--- src/rtl/divider_16b.sv ---
`default_nettype none
`timescale 1ns/1ps
// ============================================================================
// Module      : divider_16b
// Description : Unsigned 16-bit restoring divider, one quotient bit per cycle.
//               Optional macro DIVIDER_DBZ_EN adds a divide-by-zero fast path
//               and the dbz flag.
// Revision    : 1.0 - initial release
// ============================================================================
module divider_16b #(
  parameter int WIDTH = 16
) (
  input  logic             clk,
  input  logic             reset,
  input  logic             start,
  input  logic [WIDTH-1:0] a,
  input  logic [WIDTH-1:0] b,
  output logic             busy,
  output logic             done,
  output logic [WIDTH-1:0] quotient,
  output logic [WIDTH-1:0] remainder
`ifdef DIVIDER_DBZ_EN
  ,
  output logic             dbz
`endif
);

  localparam int c_CNT_W = $clog2(WIDTH);

  typedef enum logic [1:0] {
    IDLE = 2'd0,
    RUN  = 2'd1,
    DONE = 2'd2
  } state_t;

  state_t r_state;
  state_t w_next;

  logic [WIDTH-1:0]   r_dividend;
  logic [WIDTH-1:0]   r_divisor;
  logic [WIDTH-1:0]   r_rem;
  logic [WIDTH-1:0]   r_quo;
  logic [c_CNT_W-1:0] r_count;

  logic [WIDTH:0]     w_shifted;
  logic [WIDTH-1:0]   w_trial;
  logic [WIDTH-1:0]   w_rem_next;
  logic               w_borrow;
  logic               w_last;
  logic               w_dbz_hit;

  // Borrow is judged on the full 17-bit shifted value; only the low bits of
  // the difference are ever kept because a non-borrowing trial is < divisor.
  assign w_shifted  = {r_rem, r_dividend[WIDTH-1]};
  assign w_borrow   = (w_shifted < {1'b0, r_divisor});
  assign w_trial    = w_shifted[WIDTH-1:0] - r_divisor;
  assign w_rem_next = w_borrow ? w_shifted[WIDTH-1:0] : w_trial;
  assign w_last     = (r_state == RUN) && (r_count == '0);

`ifdef DIVIDER_DBZ_EN
  assign w_dbz_hit = (b == '0);
`else
  assign w_dbz_hit = 1'b0;
`endif

  always_ff @(posedge clk) begin
    if (reset) begin
      r_state <= IDLE;
    end else begin
      r_state <= w_next;
    end
  end

  always_comb begin
    w_next = r_state;
    busy   = 1'b0;
    done   = 1'b0;
    case (r_state)
      IDLE: begin
        if (start) begin
          w_next = w_dbz_hit ? DONE : RUN;
        end
      end
      RUN: begin
        busy = 1'b1;
        if (r_count == '0) begin
          w_next = DONE;
        end
      end
      DONE: begin
        done   = 1'b1;
        w_next = IDLE;
      end
      default: w_next = IDLE;
    endcase
  end

  always_ff @(posedge clk) begin
    if (reset) begin
      r_dividend <= '0;
      r_divisor  <= '0;
      r_rem      <= '0;
      r_quo      <= '0;
      r_count    <= '0;
      quotient   <= '0;
      remainder  <= '0;
`ifdef DIVIDER_DBZ_EN
      dbz        <= 1'b0;
`endif
    end else begin
      case (r_state)
        IDLE: begin
          if (start) begin
            r_dividend <= a;
            r_divisor  <= b;
            r_rem      <= '0;
            r_quo      <= '0;
            r_count    <= c_CNT_W'(WIDTH - 1);
`ifdef DIVIDER_DBZ_EN
            if (w_dbz_hit) begin
              quotient  <= '1;
              remainder <= a;
              dbz       <= 1'b1;
            end
`endif
          end
        end
        RUN: begin
          r_dividend <= {r_dividend[WIDTH-2:0], 1'b0};
          r_rem      <= w_rem_next;
          r_quo      <= {r_quo[WIDTH-2:0], ~w_borrow};
          // Counter parks at zero on the final step instead of wrapping.
          if (w_last) begin
            quotient  <= {r_quo[WIDTH-2:0], ~w_borrow};
            remainder <= w_rem_next;
`ifdef DIVIDER_DBZ_EN
            dbz       <= 1'b0;
`endif
          end else begin
            r_count <= r_count - 1'b1;
          end
        end
        default: ;
      endcase
    end
  end

endmodule
`default_nettype wire

--- config.mk ---
export PLATFORM = sky130hd
export DESIGN_NAME = divider_16b
export DESIGN_NICKNAME = d
export VERILOG_FILES = /design/src/rtl/divider_16b.sv
export SDC_FILE = /design/constraint.sdc
export NUM_CORES = 1
export LEC_CHECK = 0
export ABC_AREA = 1
export CAP_MARGIN = 5
export CELL_PAD_IN_SITES_DETAIL_PLACEMENT = 1
export CELL_PAD_IN_SITES_GLOBAL_PLACEMENT = 1
export CORE_ASPECT_RATIO = 0.8
export CORE_MARGIN = 5
export CORE_UTILIZATION = 42
export CTS_CLUSTER_SIZE = 40
export DETAILED_ROUTE_END_ITERATION = 12
export GPL_ROUTABILITY_DRIVEN = 0
export PLACE_DENSITY = 0.87
export SLEW_MARGIN = 10
export SYNTH_ARGS = -nofsm -noshare
export SYNTH_HDL_FRONTEND = slang
export SYNTH_SLANG_ARGS = --single-unit
export TNS_END_PERCENT = 10
--- constraint.sdc ---
create_clock -name clk -period 4.7 [get_ports clk]
set_clock_uncertainty 0.05 [all_clocks]
set_input_delay 0.705 -clock clk [delete_from_list [all_inputs] [get_ports clk]]
set_output_delay 0.705 -clock clk [all_outputs]
set_load 0.05 [all_outputs]
# After elaboration in Yosys (flattened, before gate mapping)
# Index checks and enable logic that the tools add are counted.
# classes
add_sub_neg	2
magnitude_cmp	1
eq_ne	5
n_mux	14
bitwise_logic	1
n_reduce_logical	9
# op_table
op	n
$pmux 16 s2	2
$mux 16	3
$pmux 15 s2	1
$lt 17x16->1	1
$sub 16x16->16	1
$mux 4	2
$pmux 4 s2	1
$reduce_and 2->1	4
$logic_not 4->1	1
$mux 2	2
$ne 2x2->1 const B	2
$pmux 2 s2	1
$sub 4x1->4 const B	1
$reduce_and 3->1	1
$eq 2x1->1 const B	1
$eq 2x2->1 const B	1
$logic_not 2->1	1
$mux 1	2
$ne 2x1->1 const B	1
$reduce_bool 2->1	1
$logic_and 1x1->1	1
$not 1->1	1
# word_totals
ff_bits	101
input_bits	35
out_inout_bits	34
elab_cells	40

# Logic depth before layout (Yosys ltp)
# depth
depth_word	4
depth_mapped	15
mapped_depth_nobuf	15

# Worst setup path before layout
# No wires, ideal clock.
# synth_timing
path_type	reg-to-reg
start	register r_divisor[3]
end	register remainder[2]
setup_ns	0.113
arrival_ns	1.689
t_required_ns	4.537
setup_slack_ns	2.847
path_stages_with_launch	16
n_path_buf	1
period_less_slack_ns	1.853
path_cell_list	dfxtp_1 inv_1 ha_1 nand2_2 inv_2 nand2_2 nand2_1 nand2_1 nand3_2 nand2_4 nand2_8 buf_12 nand2_2 nand2_2 o21ai_1 inv_1
# synth_via
elab_chain_len	2
# synth_rtl
element	line_no	source
start, declared	40	logic [WIDTH-1:0] r_divisor;
start signal, assigned	101	r_divisor <= '0;
start signal, assigned	115	r_divisor <= b;
$lt 17x16->1	55	assign w_borrow = (w_shifted < {1'b0, r_divisor});
$mux 16	57	assign w_rem_next = w_borrow ? w_shifted[WIDTH-1:0] : w_trial;
end signal, assigned	135	remainder <= w_rem_next;
end, declared	21	output logic [WIDTH-1:0] remainder
# Every way passes these cells.
# A chain may end at the register's enable or synchronous reset.

# Worst setup path in the final report
# layout_timing
start	input start
end	register r_divisor[3]
# layout_via
elab_chain_len	1
# layout_rtl
element	line_no	source
start, declared	15	input logic start,
$reduce_and 2->1 (no line)	--	
# Every way passes these cells.

==> flow_summary.json <==
{
  "end_kind": "flop",
  "cts.sinks": 101,
  "synth_edf_count": 0,
  "required_ns": 4.86,
  "slew_viol_final": 0,
  "syn_nets": 794,
  "synthTopCellsByCount": "nand2_1, dfxtp_1, inv_1, nand3_1, a21oi_1",
  "clk_latency_ns": 0.35,
  "die_w_um": 133,
  "worstPathMaxFanout": 32,
  "path_class": "in2reg",
  "netlist_instances": 741,
  "worstPathArrival_ns": 2.86,
  "power_leakage_uw": 0.00287,
  "areaGrowthSynthToFinish_pct": 20.6,
  "detail_route.wl_per_cell_um": 16.0,
  "cts_tree": "done",
  "synthArstFlopShare_pct": 0,
  "yosysMostFrequentCell": "nand2_1",
  "ir_drop_mv": 0.206,
  "synthesis.area_mm2": 0.00507,
  "synthAdderAreaFrac_pct": 4.59,
  "grt_antenna_before_repair": 0,
  "tns_ns": 0,
  "min_period_ns": 2.70,
  "portBuffers": 68,
  "track_usage_pct": 21.8,
  "n_antenna_cell": 0,
  "synthFlopType": "dfxtp_1",
  "cts_hold_buf": 0,
  "layoutNonFillerInstCount": 946,
  "root_buffer": "clkbuf_16",
  "synth_area_leaders": "dfxtp_1, nand2_1, inv_1",
  "yosysTopAreaCell": "dfxtp_1",
  "hold_class": "reg2reg",
  "coreArea_mm2": 0.0117,
  "power.switching_uw": 1010,
  "fmax_mhz": 370,
  "cts_htree_levels": 3,
  "power_frac_clock_pct": 28.9,
  "comb_power_share_pct": 34.1,
  "drc": 0,
  "final_nets": 846,
  "dpl.cell_count": 930,
  "avgSynthCellArea_um2": 6.85,
  "synth_xor_area_share_pct": 1.21,
  "slew_headroom_pct": 41.7,
  "setup_viol": 0,
  "rows": 35,
  "ios": 69,
  "seqPwrFrac_pct": 37.0,
  "drv_cap": 0,
  "yosysSeqAreaShare_pct": 39.8,
  "drive_gt1_share_pct": 7.64,
  "nFillCells": 1504,
  "powerDensity_mw_per_mm2": 422,
  "grt_pass1_wl_um": 25400,
  "dieArea_mm2": 0.0144,
  "rsz0062_at_grt": "false",
  "ant_nets": 0,
  "cell_internal_pwr_uw": 1570,
  "critPathLaunchType": "input pin",
  "grt_max_degree": 51,
  "cts_inserted_buffers": 9,
  "clk_pin_slew_ns": 0.08,
  "synth_top_cell_area_share_pct": 39.8,
  "hold_violations": 0,
  "yosysWarnings": 0,
  "muxShareOfSynthArea_pct": 0,
  "fp.dieH_um": 108,
  "hpwl_um": 10900,
  "synth_cell_type_count": 36,
  "firstDrtPassIters": 4,
  "synth_simple_gate_area_share_pct": 33.0,
  "gr-total-overflow": 0,
  "cts_setup_buffers": 0,
  "drtIter0Drc": 301,
  "p_sw_share_pct": 39.1,
  "synth_top_family_by_area": "simple AND/OR/NAND/NOR gates",
  "vias_per_cell": 5.18,
  "clock_path_buffers": 2,
  "status": "completed",
  "wl_um": 15100,
  "fin_crit_sh_pct": 57.5,
  "synth_compound_area_share_pct": 11.5,
  "start_util_pct": 43.4,
  "ys_seq_elements": 101,
  "vias": 4896,
  "tightest_slew_ns": 0.873,
  "grt_pass1_vias": 5279,
  "cts_resized": 0
}
-- sequential cells by signal, summed over array words and instances (netlist names) --
| register | flops |
|---|---|
| quotient | 16 |
| r_count | 4 |
| r_dividend | 16 |
| r_divisor | 16 |
| r_quo | 15 |
| r_rem | 16 |
| r_state | 2 |
| remainder | 16 |
-- stage by stage --
stage / hold WS, ns / instance area [um2] / setup slack, ns / power, uW / utilization, %
after floorplan: 0.385 / 5070 / 2.85 / 1620 / -
after global placement: 0.398 / 5830 / 1.75 / 1800 / 49.8
after detailed placement: 0.408 / 5830 / 1.62 / 1840 / 49.8
after CTS: 0.418 / 6120 / 1.98 / 2600 / 52.4
after global routing: 0.437 / 6120 / 1.65 / 2740 / 52.4
final: 0.414 / 6120 / 2.00 / 2580 / 52.4
-- critical path: stages --
cell             delay, ns
clkdlybuf4s50_1       0.45
nand2_1               0.05
nor2_1                0.59
inv_1                 0.63
o21ai_0               0.35
a21oi_1               0.07
-- power by group through the flow --
| stage | registers [uW] | logic, uW | clock network (uW) |
|---|---|---|---|
| after global placement | 967 | 828 | 0 |
| after floorplan | 996 | 627 | 0 |
| after CTS | 954 | 883 | 767 |
| after global routing | 961 | 981 | 798 |
| after detailed placement | 973 | 869 | 0 |
| final | 955 | 880 | 747 |
-- final cells by class --
cell class	count	area [um2]	share of cell area, %
clock inverters	7	71.3	1.16
flip-flops and latches	101	2020	33.0
repair buffers	75	728	11.9
multi-input cells	516	2550	41.7
clock buffers	9	225	3.68
well taps	148	185	3.02
inverters	90	338	5.52
-- layer usage --
layer | vias up | track usage (%) | wire (um)
li1 | 2449 | - | -
met1 | 2334 | 26.3 | 6780
met2 | 99 | 39.9 | 7450
met3 | 14 | 4.28 | 719
met4 | 0 | 5.42 | 150
met5 | - | 0 | 0
-- placed cells by master, fill, tap and decap left out, types with 9 or more instances in the layout --
| cell | instances |
|---|---|
| a21oi_1 | 50 |
| a22oi_1 | 11 |
| clkbuf_16 | 9 |
| clkdlybuf4s50_1 | 67 |
| dfxtp_1 | 101 |
| ha_1 | 17 |
| inv_1 | 85 |
| nand2_1 | 245 |
| nand2_2 | 17 |
| nand3_1 | 61 |
| nor2_1 | 42 |
| o21ai_0 | 22 |
-- cell families (layout without fill, tap and decap cells) --
family	after synthesis	count (layout)
simple gates	388	388
buf+inv	124	181
compound gates	103	103
flops	101	101
fa+ha+maj	18	18
xor+xnor	7	7
-- worst paths after layout --
| check | slack (ns) | end | start | cells after the start |
|---|---|---|---|---|
| min reg2reg | 0.41 | r_divisor[8]$_SDFFE_PP0P_ | r_divisor[8]$_SDFFE_PP0P_ | 2 |
| max reg2reg | 2.04 | quotient[9]$_SDFFE_PP0P_ | r_count[0]$_SDFFE_PP0P_ | 9 |
| min | 0.41 | r_divisor[8]$_SDFFE_PP0P_ | r_divisor[8]$_SDFFE_PP0P_ | 2 |
| max | 2.00 | r_divisor[3]$_SDFFE_PP0P_ | start | 6 |
Power figures use the tool's default switching activity.
